--- src/rtl/hwa_pkg.sv ---
//==============================================================================
// Module   : hwa_pkg
// Purpose  : Shared constants, types and helpers for the HWA output collector.
//            N      - stochastic bit resolution (counts are N+1 bits wide)
//            WIN    - stochastic window length (2^N cycles)
//            NCH    - number of filter channels
//            cnt_t  - unsigned channel count, samp_t - bipolar-decoded sample
//            frame_t- one captured frame: valid mask plus four samples
// Config   : HWA_OUT_SAT_EN - when defined, decode() clamps to the signed
//            N+1-bit range minus the +2^(N-1) code (full count -> 2^(N-1)-1).
// Revision : 1.0 - initial release
//==============================================================================
`default_nettype none

package hwa_pkg;

  localparam int N   = 12;
  localparam int WIN = 1 << N;
  localparam int NCH = 4;

  typedef logic        [N:0] cnt_t;
  typedef logic signed [N:0] samp_t;

  typedef struct packed {
    logic  [NCH-1:0] vmask;
    samp_t [NCH-1:0] samp;
  } frame_t;

  // Bipolar decode: a count of 2^(N-1) (half ones) means zero.
  function automatic samp_t decode(input cnt_t cnt);
    int v;
    v = int'(cnt) - (1 << (N - 1));
`ifdef HWA_OUT_SAT_EN
    if (v > (1 << (N - 1)) - 1) begin
      v = (1 << (N - 1)) - 1;
    end
`endif
    return samp_t'(v);
  endfunction

  // Index of the lowest set bit (0 when the mask is empty).
  function automatic logic [1:0] lowest_set(input logic [NCH-1:0] m);
    logic [1:0] idx;
    idx = '0;
    for (int i = NCH - 1; i >= 0; i--) begin
      if (m[i]) idx = 2'(i);
    end
    return idx;
  endfunction

  // Index of the highest set bit (0 when the mask is empty).
  function automatic logic [1:0] highest_set(input logic [NCH-1:0] m);
    logic [1:0] idx;
    idx = '0;
    for (int i = 0; i < NCH; i++) begin
      if (m[i]) idx = 2'(i);
    end
    return idx;
  endfunction

endpackage

`default_nettype wire

--- src/rtl/hwa_frame_fifo.sv ---
//==============================================================================
// Module   : hwa_frame_fifo
// Purpose  : Synchronous frame FIFO with registered pointers and full/empty
//            flags. A push and a pop in the same cycle both take effect, so a
//            full FIFO can accept a new entry while its head is released.
// Ports    : clk_i   - clock, rising edge
//            rst_ni  - asynchronous active-low reset (empties the FIFO)
//            push_i  - write data_i this cycle
//            data_i  - entry to write
//            pop_i   - release the head entry this cycle
//            data_o  - head entry (valid while !empty_o)
//            full_o  - DEPTH entries held
//            empty_o - no entries held
// Revision : 1.0 - initial release
//==============================================================================
`default_nettype none

module hwa_frame_fifo #(
  parameter int W     = 8,
  parameter int DEPTH = 4   // power of two, >= 2
) (
  input  logic         clk_i,
  input  logic         rst_ni,
  input  logic         push_i,
  input  logic [W-1:0] data_i,
  input  logic         pop_i,
  output logic [W-1:0] data_o,
  output logic         full_o,
  output logic         empty_o
);

  localparam int AW = $clog2(DEPTH);

  // One extra pointer bit distinguishes full from empty.
  logic [AW:0]  wr_ptr_q, wr_ptr_d;
  logic [AW:0]  rd_ptr_q, rd_ptr_d;
  logic [W-1:0] mem_q [DEPTH];
  logic         do_push, do_pop;

  assign empty_o = (wr_ptr_q == rd_ptr_q);
  assign full_o  = (wr_ptr_q[AW] != rd_ptr_q[AW]) &&
                   (wr_ptr_q[AW-1:0] == rd_ptr_q[AW-1:0]);

  assign do_pop  = pop_i && !empty_o;
  assign do_push = push_i && (!full_o || do_pop);

  always_comb begin
    wr_ptr_d = wr_ptr_q;
    rd_ptr_d = rd_ptr_q;
    if (do_push) wr_ptr_d = wr_ptr_q + (AW + 1)'(1);
    if (do_pop)  rd_ptr_d = rd_ptr_q + (AW + 1)'(1);
  end

  always_ff @(posedge clk_i or negedge rst_ni) begin
    if (!rst_ni) begin
      wr_ptr_q <= '0;
      rd_ptr_q <= '0;
    end else begin
      wr_ptr_q <= wr_ptr_d;
      rd_ptr_q <= rd_ptr_d;
    end
  end

  // Storage needs no reset: nothing is read until a push has written it.
  always_ff @(posedge clk_i) begin
    if (do_push) mem_q[wr_ptr_q[AW-1:0]] <= data_i;
  end

  assign data_o = mem_q[rd_ptr_q[AW-1:0]];

endmodule

`default_nettype wire

--- src/rtl/hwa_out_collector.sv ---
//==============================================================================
// Module   : hwa_out_collector
// Purpose  : Collects the four stochastic channel counts of the HWA filter
//            array once per window, bipolar-decodes them and streams the
//            valid channels of each frame out over a valid/ready interface.
// Ports    : clock    - single clock, rising edge
//            reset_n  - asynchronous active-low reset
//            start    - one-cycle pulse, (re)starts the window counter
//            hwa_out  - four N+1-bit channel counts, channel c at slice c
//            m_valid / m_ready - output handshake
//            m_chan   - channel index of m_data
//            m_data   - signed decoded sample
//            m_last   - highest valid channel of the frame
//            busy     - window counter running
//            overflow - sticky, a frame was dropped on a full FIFO
// Config   : HWA_OUT_SAT_EN - clamp decoded samples to 2^(N-1)-1.
// Revision : 1.0 - initial release
//==============================================================================
`default_nettype none

module hwa_out_collector
  import hwa_pkg::NCH, hwa_pkg::samp_t, hwa_pkg::frame_t,
         hwa_pkg::decode, hwa_pkg::lowest_set, hwa_pkg::highest_set;
#(
  parameter int N      = hwa_pkg::N,    // frame types follow hwa_pkg::N
  parameter int WIN    = hwa_pkg::WIN,
  parameter int FDEPTH = 4
) (
  input  logic                   clock,
  input  logic                   reset_n,
  input  logic                   start,
  input  logic [NCH*(N+1)-1:0]   hwa_out,
  output logic                   m_valid,
  input  logic                   m_ready,
  output logic [1:0]             m_chan,
  output logic signed [N:0]      m_data,
  output logic                   m_last,
  output logic                   busy,
  output logic                   overflow
);

  localparam int CW = $clog2(WIN);

  // Window counter
  logic [CW-1:0] win_cnt_q, win_cnt_d;
  logic [2:0]    win_done_q, win_done_d;
  logic          busy_q, busy_d;
  logic          overflow_q, overflow_d;
  logic          capture;
  logic [2:0]    done_post;

  // Frame path
  frame_t        frame_new;
  frame_t        frame_head;
  logic          fifo_full, fifo_empty, fifo_push, fifo_pop;

  // Serializer
  logic          m_valid_q, m_valid_d;
  logic [1:0]    m_chan_q, m_chan_d;
  samp_t         m_data_q, m_data_d;
  logic          m_last_q, m_last_d;
  logic          hs;
  logic          load;
  logic [1:0]    next_chan;
  logic [NCH-1:0] upper_mask;

  assign capture   = busy_q && (win_cnt_q == CW'(WIN - 1));
  assign done_post = (win_done_q == 3'd4) ? 3'd4 : win_done_q + 3'd1;

  // Channel c has passed through c+1 stochastic stages only after c+1
  // complete windows, so earlier captures of it are warm-up garbage.
  always_comb begin
    frame_new = '0;
    for (int c = 0; c < NCH; c++) begin
      frame_new.vmask[c] = (done_post >= 3'(c + 1));
      frame_new.samp[c]  = decode(hwa_out[c*(N+1) +: N+1]);
    end
  end

  always_comb begin
    win_cnt_d  = win_cnt_q;
    win_done_d = win_done_q;
    busy_d     = busy_q;
    if (start) begin
      win_cnt_d  = '0;
      win_done_d = '0;
      busy_d     = 1'b1;
    end else if (busy_q) begin
      win_cnt_d = capture ? '0 : win_cnt_q + CW'(1);
      if (capture) win_done_d = done_post;
    end
  end

  // A pop of the head in the capture cycle makes room for the new frame.
  assign hs         = m_valid_q && m_ready;
  assign fifo_pop   = hs && m_last_q;
  assign fifo_push  = capture && (|frame_new.vmask) && (!fifo_full || fifo_pop);
  assign overflow_d = overflow_q ||
                      (capture && (|frame_new.vmask) && fifo_full && !fifo_pop);

  hwa_frame_fifo #(
    .W     ($bits(frame_t)),
    .DEPTH (FDEPTH)
  ) u_fifo (
    .clk_i   (clock),
    .rst_ni  (reset_n),
    .push_i  (fifo_push),
    .data_i  (frame_new),
    .pop_i   (fifo_pop),
    .data_o  (frame_head),
    .full_o  (fifo_full),
    .empty_o (fifo_empty)
  );

  // The head frame stays in the FIFO while it is being serialized; the
  // entry is released on the m_last handshake, and the next head is picked
  // up one cycle later.
  always_comb begin
    m_valid_d  = m_valid_q;
    m_chan_d   = m_chan_q;
    m_data_d   = m_data_q;
    m_last_d   = m_last_q;
    load       = 1'b0;
    next_chan  = '0;
    upper_mask = ~((NCH'(2) << m_chan_q) - NCH'(1));
    if (!m_valid_q) begin
      if (!fifo_empty) begin
        load      = 1'b1;
        next_chan = lowest_set(frame_head.vmask);
      end
    end else if (hs) begin
      if (m_last_q) begin
        m_valid_d = 1'b0;
      end else begin
        load      = 1'b1;
        next_chan = lowest_set(frame_head.vmask & upper_mask);
      end
    end
    if (load) begin
      m_valid_d = 1'b1;
      m_chan_d  = next_chan;
      m_data_d  = frame_head.samp[next_chan];
      m_last_d  = (next_chan == highest_set(frame_head.vmask));
    end
  end

  always_ff @(posedge clock or negedge reset_n) begin
    if (!reset_n) begin
      win_cnt_q  <= '0;
      win_done_q <= '0;
      busy_q     <= 1'b0;
      overflow_q <= 1'b0;
      m_valid_q  <= 1'b0;
      m_chan_q   <= '0;
      m_data_q   <= '0;
      m_last_q   <= 1'b0;
    end else begin
      win_cnt_q  <= win_cnt_d;
      win_done_q <= win_done_d;
      busy_q     <= busy_d;
      overflow_q <= overflow_d;
      m_valid_q  <= m_valid_d;
      m_chan_q   <= m_chan_d;
      m_data_q   <= m_data_d;
      m_last_q   <= m_last_d;
    end
  end

  assign m_valid  = m_valid_q;
  assign m_chan   = m_chan_q;
  assign m_data   = m_data_q;
  assign m_last   = m_last_q;
  assign busy     = busy_q;
  assign overflow = overflow_q;

endmodule

`default_nettype wire

--- config.mk ---
export PLATFORM = sky130hd
export DESIGN_NAME = hwa_out_collector
export DESIGN_NICKNAME = d
export VERILOG_FILES = /design/src/rtl/hwa_pkg.sv /design/src/rtl/hwa_frame_fifo.sv /design/src/rtl/hwa_out_collector.sv
export SDC_FILE = /design/constraint.sdc
export NUM_CORES = 1
export LEC_CHECK = 0
export CAP_MARGIN = 40
export CORE_AREA = 8 8 149 151
export CTS_CLUSTER_SIZE = 8
export DETAILED_ROUTE_END_ITERATION = 7
export DIE_AREA = 0 0 157 159
export HOLD_SLACK_MARGIN = 0.06
export PLACE_DENSITY = 0.74
export SLEW_MARGIN = 20
export SYNTH_ARGS = -nofsm -noshare
export SYNTH_HDL_FRONTEND = slang
export SYNTH_SLANG_ARGS = --single-unit
--- constraint.sdc ---
create_clock -name clock -period 4.2 [get_ports clock]
set_input_delay 0.42 -clock clock [delete_from_list [all_inputs] [get_ports clock]]
set_output_delay 0.42 -clock clock [all_outputs]
set_load 0.02 [all_outputs]
After elaboration in Yosys (flattened, before gate mapping)
Memories as Yosys holds them, arrays and structs flattened.
Cells that the tools add are included.
- register bits: 40
- bits in latches: 0
- RAM bits: 224
- bits in read-only memories: 0
- bits of input ports: 56
- output and inout bits: 19
- logic and storage cells: 88
- memories: 1
- $add $sub $neg: 9
- multipliers: 0
- divide/modulo/power cells: 0
- order comparisons: 5
- equality and inequality tests: 6
- shift operators: 1
- muxes and demuxes: 34
- bitwise operators: 2
- reduce and logical (&&, ||, !) cells: 20
- memory list (name ; words ; width ; rd ports ; clocked after Yosys merged registers in ; write ports ; line ; text):
    u_fifo.mem_q ; 4 ; 56 ; 1 ; 0 ; 1 ; hwa_frame_fifo.sv:37 ; logic [W-1:0] mem_q [DEPTH];
- operators with widths (kind ; count):
    $sub 13x12->13 const B ; 4
    $mux 12 ; 3
    $mux 2 ; 15
    $bmux 13 s2 ; 1
    $mux 13 ; 1
    $add 12x1->12 const B ; 1
    $eq 12x12->1 const B ; 1
    $mux 3 ; 4
    $logic_and 1x1->1 ; 10
    $mux 1 ; 10
    $add 3x1->3 const B ; 3
    $ge 3x2->1 const B ; 2
    $and 4x4->4 ; 1
    $eq 2x2->1 ; 2
    $not 4->4 ; 1
    $reduce_bool 2->1 ; 2
    $reduce_or 4->1 ; 1
    $shl 2x2->4 const A ; 1
    $sub 4x2->4 const B ; 1
    $eq 3x3->1 ; 1
    $eq 3x3->1 const B ; 1
    $ge 3x1->1 const B ; 1
    $ge 3x3->1 const B ; 1
    $logic_not 1->1 ; 3
    4 further kinds ; 6

Longest topological paths before layout
- depth after elaboration: 13
- mapped depth: 10
- gate-level depth less buffers: 8

Cells and area by module
Synthesis repeated with hierarchy kept, for this count alone.
- cells, all modules: 514
- area total of the unflattened synthesis: 10570.1 µm²
- modules (own cells, without submodules) (module ; instances ; cells each ; area an instance (µm²) ; sequential area each (µm²)):
    hwa_frame_fifo ; 1 ; 336 ; 8525.7 ; 6876.6
    hwa_out_collector ; 1 ; 178 ; 2044.5 ; 850.8

Worst setup path before layout
Ideal clock, no wire load.
- path type: register to register
- start: reg u_fifo.rd_ptr_q[1]
- end: mem u_fifo.mem_q[3][0] (netlist bit), enable pin
- setup time: 421 ps
- arrival time: 3082 ps
- required time: 3779 ps
- slack: 697 ps
- cell stages (with the launch flop): 7
- buffers on the path: 1
- cells stage by stage: dfrtp_1 clkbuf_1 xnor2_1 nand4b_1 or4b_2 nor2_1 and2_1
- longest elaborated chain between the ends: 8
- elaborated cells between the ends (all ways): 12
- classes of those cells: eq/ne: 2; mux: 2; reduce/logical: 8
- ends and longest elaborated chain (element ; line ; text):
    from (decl) ; hwa_frame_fifo.sv:36 ; logic [AW:0] rd_ptr_q, rd_ptr_d;
    from (signal assigned) ; hwa_frame_fifo.sv:60 ; rd_ptr_q <= rd_ptr_d;
    $eq 2x2->1 ; hwa_frame_fifo.sv:42 ; (wr_ptr_q[AW-1:0] == rd_ptr_q[AW-1:0]);
    $logic_and 1x1->1 ; hwa_frame_fifo.sv:41 ; assign full_o = (wr_ptr_q[AW] != rd_ptr_q[AW]) &&
    $logic_not 1->1 ; hwa_frame_fifo.sv:45, hwa_out_collector.sv:97 ;
    $logic_or 1x1->1 ; hwa_out_collector.sv:97 ; assign fifo_push = capture && (|frame_new.vmask) && (!fifo_full || fifo_pop);
    $logic_and 1x1->1 ; hwa_out_collector.sv:97 ;
    $logic_and 1x1->1 (*) ; hwa_frame_fifo.sv:45 ; assign do_push = push_i && (!full_o || do_pop);
    $mux 1 (*) ; hwa_frame_fifo.sv:66 ; if (do_push) mem_q[wr_ptr_q[AW-1:0]] <= data_i;
    $mux 1 (not written as such) (*) ; hwa_frame_fifo.sv:66 ;
    to (decl) ; hwa_frame_fifo.sv:37 ;
Every way passes the cells marked *; elsewhere a longest branch is shown, timed or not.

Worst setup path after layout
- start: reg u_fifo.rd_ptr_q[1]
- end: mem u_fifo.mem_q[2][14] (netlist bit), enable pin
The elaborated chain is that of the path after synthesis.

==> impl_metrics.env <==
export IMPL_status="complete, no violations"
export IMPL_slew_viol_final=0
export IMPL_ff_latch_area_um2=7730
export IMPL_grt_pass1_wl_mm=34.7
export IMPL_finalSetupViolCount=0
export IMPL_syn_to_final_growth_pct=20.9
export IMPL_start_kind="register"
export IMPL_power_leakage_nw=4.36
export IMPL_cp_required_ps=4390
export IMPL_drt_pass1_iterations=5
export IMPL_initial_core_util=0.536
export IMPL_path_class="reg -> reg"
export IMPL_relSlewSlack=0.530
export IMPL_synth_edf_count=224
export IMPL_clock_sinks=264
export IMPL_dieHeight_um=159
export IMPL_cts_tree="yes"
export IMPL_tightest_slew_ps=705
export IMPL_min_path_type="in -> async"
export IMPL_clk_pin_slew_worst_paths_ps=50
export IMPL_drt_iter0_markers=429
export IMPL_fin_nets=740
export IMPL_die_w_um=157
export IMPL_setup_tns_ps=0
export IMPL_ys_flop_type="edfxtp_1"
export IMPL_fin_crit_ps=3260
export IMPL_wl_per_cell_um=22.9
export IMPL_pwr_density_cell_nw_per_um2=439
export IMPL_num_antenna_cells=0
export IMPL_ys_types=53
export IMPL_track_usage=0.182
export IMPL_fill_cells=1346
export IMPL_antenna_found_initial=0
export IMPL_drive_gt1_frac=0.189
export IMPL_post_route_period_util=0.777
export IMPL_critPathMaxStageDelay_ps=650
export IMPL_htreeDepth=2
export IMPL_grt_setup_unrepaired="false"
export IMPL_dieArea_um2=25000
export IMPL_async_flop_share=0.152
export IMPL_end_kind="register"
export IMPL_max_cap_violations=0
export IMPL_route_final_wire_length_mm=22.1
export IMPL_multi_input_area_um2=2740
export IMPL_dpl_hpwl_mm=14.0
export IMPL_hold_violations=0
export IMPL_yosys_warnings=0
export IMPL_synth_fp_nets=636
export IMPL_fmax_mhz=306
export IMPL_avgSynthCellArea_um2=18.7
export IMPL_gr_total_overflow=0
export IMPL_crit_arrival_ps=3460
export IMPL_worstPathCellList="xnor2_1 > nand4b_1 > or4b_2 > nor2_1 > and2_2 > buf_4"
export IMPL_place_gp_congestion=0.776
export IMPL_clk_path_buf_depth=3
export IMPL_synthesis_area_um2=10600
export IMPL_final_util=0.648
export IMPL_vias=5661
export IMPL_crit_path_top_delay_cell="dfrtp_2"
export IMPL_vias_per_cell=5.87
export IMPL_clock_root_buffer="clkbuf_16"
export IMPL_cts_buffers=38
export IMPL_final_antenna_net_count=0
export IMPL_yosysSeqAreaShare=0.726
export IMPL_row_count=52
export IMPL_coreArea_um2=19800
export IMPL_clk_latency_ps=510
export IMPL_grt_pass1_vias=6240
export IMPL_worstPathMaxFanout=18
export IMPL_ir_worst_vdd_mv=0.423
export IMPL_grt_max_degree=58
export IMPL_finClkSkew_ps=10.3
export IMPL_synth_seq_cells=264
export IMPL_worstRegToRegCells=6
export IMPL_netlist_instances=570
export IMPL_ios=75
export IMPL_drc_errors=0
export IMPL_io_buffers=74
-- what timing repair did --
| action | in CTS | in global routing |
|---|---|---|
| gates resized for setup | 0 | 0 |
| hold buffers | 1 | 0 |
| hold endpoints to repair | 17 | 0 |
| buffers inserted | 0 | 0 |
-- layer usage --
layer,track usage,vias up,wire (µm)
li1,-,2484,-
met1,0.235,2947,9170
met4,0.0586,0,437
met5,0,-,0
met2,0.300,192,11100
met3,0.0410,38,1400
-- logic make-up after synthesis --
group           count (synthesis)  synth area share
compound gates                 59            0.0375
xor+xnor                       20            0.0165
fa+ha+maj                      10            0.0118
buf+inv                        38            0.0168
flops                         264             0.726
mux                            73             0.136
simple gates                  106            0.0548
-- registers in the layout, indices dropped and copies added, names as in the netlist --
| name | count |
|---|---|
| u_fifo.rd_ptr_q | 3 |
| m_valid | 1 |
| win_done_q | 3 |
| u_fifo.mem_q | 224 |
| overflow | 1 |
| m_chan | 2 |
| u_fifo.wr_ptr_q | 3 |
| m_data | 13 |
| m_last | 1 |
| busy | 1 |
| win_cnt_q | 12 |
-- layout by cell type, fill, tap and decap left out, types with 3 or more instances in the layout --
cell type	synthesis	final
edfxtp_1	224	224
clkdlybuf4s50_1	0	73
mux4_2	57	57
dfrtp_1	40	38
clkbuf_16	0	38
nor2_1	29	29
clkbuf_1	13	19
a21oi_1	17	17
nand3_1	17	17
nand2_1	14	14
xnor2_1	12	12
mux2i_1	12	12
inv_1	11	11
a211oi_1	11	11
or4_1	10	10
o21bai_1	10	10
ha_1	10	10
buf_4	1	9
xor2_1	8	8
buf_12	0	7
o21ai_0	4	4
and2_2	0	4
nor2b_1	4	4
nand2b_1	4	4
or2_2	4	4
nand3b_1	3	3
or3_1	3	3
o21a_1	3	3
mux2_2	3	3
-- cell type report --
class,count,share of cell area
Tap cell,270,0.0263
Clock buffer,57,0.0795
Inverter,11,0.00321
Timing Repair Buffer,91,0.0742
Multi-Input combinational cell,268,0.213
Clock inverter,3,0.00263
Sequential cell,264,0.601
-- cells in the mapped netlist, types with 5 or more instances --
cell | count | area [µm²]
or4_1 | 10 | 75.1
o21bai_1 | 10 | 75.1
edfxtp_1 | 224 | 6730
a211oi_1 | 11 | 82.6
buf_2 | 8 | 40.0
mux4_2 | 57 | 1280
dfrtp_1 | 40 | 1000
and2_1 | 5 | 31.3
xor2_1 | 8 | 70.1
nand2_1 | 14 | 52.6
nor2_1 | 29 | 109
a21oi_1 | 17 | 85.1
clkbuf_1 | 13 | 48.8
ha_1 | 10 | 125
mux2i_1 | 12 | 120
inv_1 | 11 | 41.3
xnor2_1 | 12 | 105
nand3_1 | 17 | 85.1
-- worst max-delay path, delay by kind of cell, from the launching register on --
| family | cells | cell delay [ps] |
|---|---|---|
| simple gates | 4 | 1690 |
| flops | 1 | 650 |
| buf+inv | 1 | 350 |
| xor+xnor | 1 | 240 |
-- worst paths after layout --
check                                   start                  end  slack [ps]
setup / recovery           u_fifo.rd_ptr_q[1]  u_fifo.mem_q[2][14]         940
hold / removal                        reset_n                 busy         380
setup reg to reg           u_fifo.rd_ptr_q[1]  u_fifo.mem_q[2][14]         940
hold reg to reg            u_fifo.wr_ptr_q[2]   u_fifo.wr_ptr_q[2]         490
max in group asynchronous             reset_n   u_fifo.rd_ptr_q[0]        3310
min in group clock         u_fifo.wr_ptr_q[2]   u_fifo.wr_ptr_q[2]         490
-- power breakdown --
group          internal (mW)  total [mW]  switching [mW]
clock network           1.66        2.68            1.02
registers               2.85        2.86         0.00251
logic                 0.0536       0.102          0.0483
-- metrics by stage --
step | setup WS, ps | cells | power [mW] | hold WS, ps | instance area [µm²]
floorplan | 697 | 570 | 2.92 | 124 | 10600
global placement | 875 | 901 | 3.00 | 465 | 11800
detailed placement | 764 | 902 | 3.00 | 379 | 11800
CTS | 941 | 963 | 5.69 | 369 | 12800
global route | 795 | 964 | 5.80 | 404 | 12900
finish | 936 | 964 | 5.64 | 377 | 12900
Power figures use the tool's default switching activity.
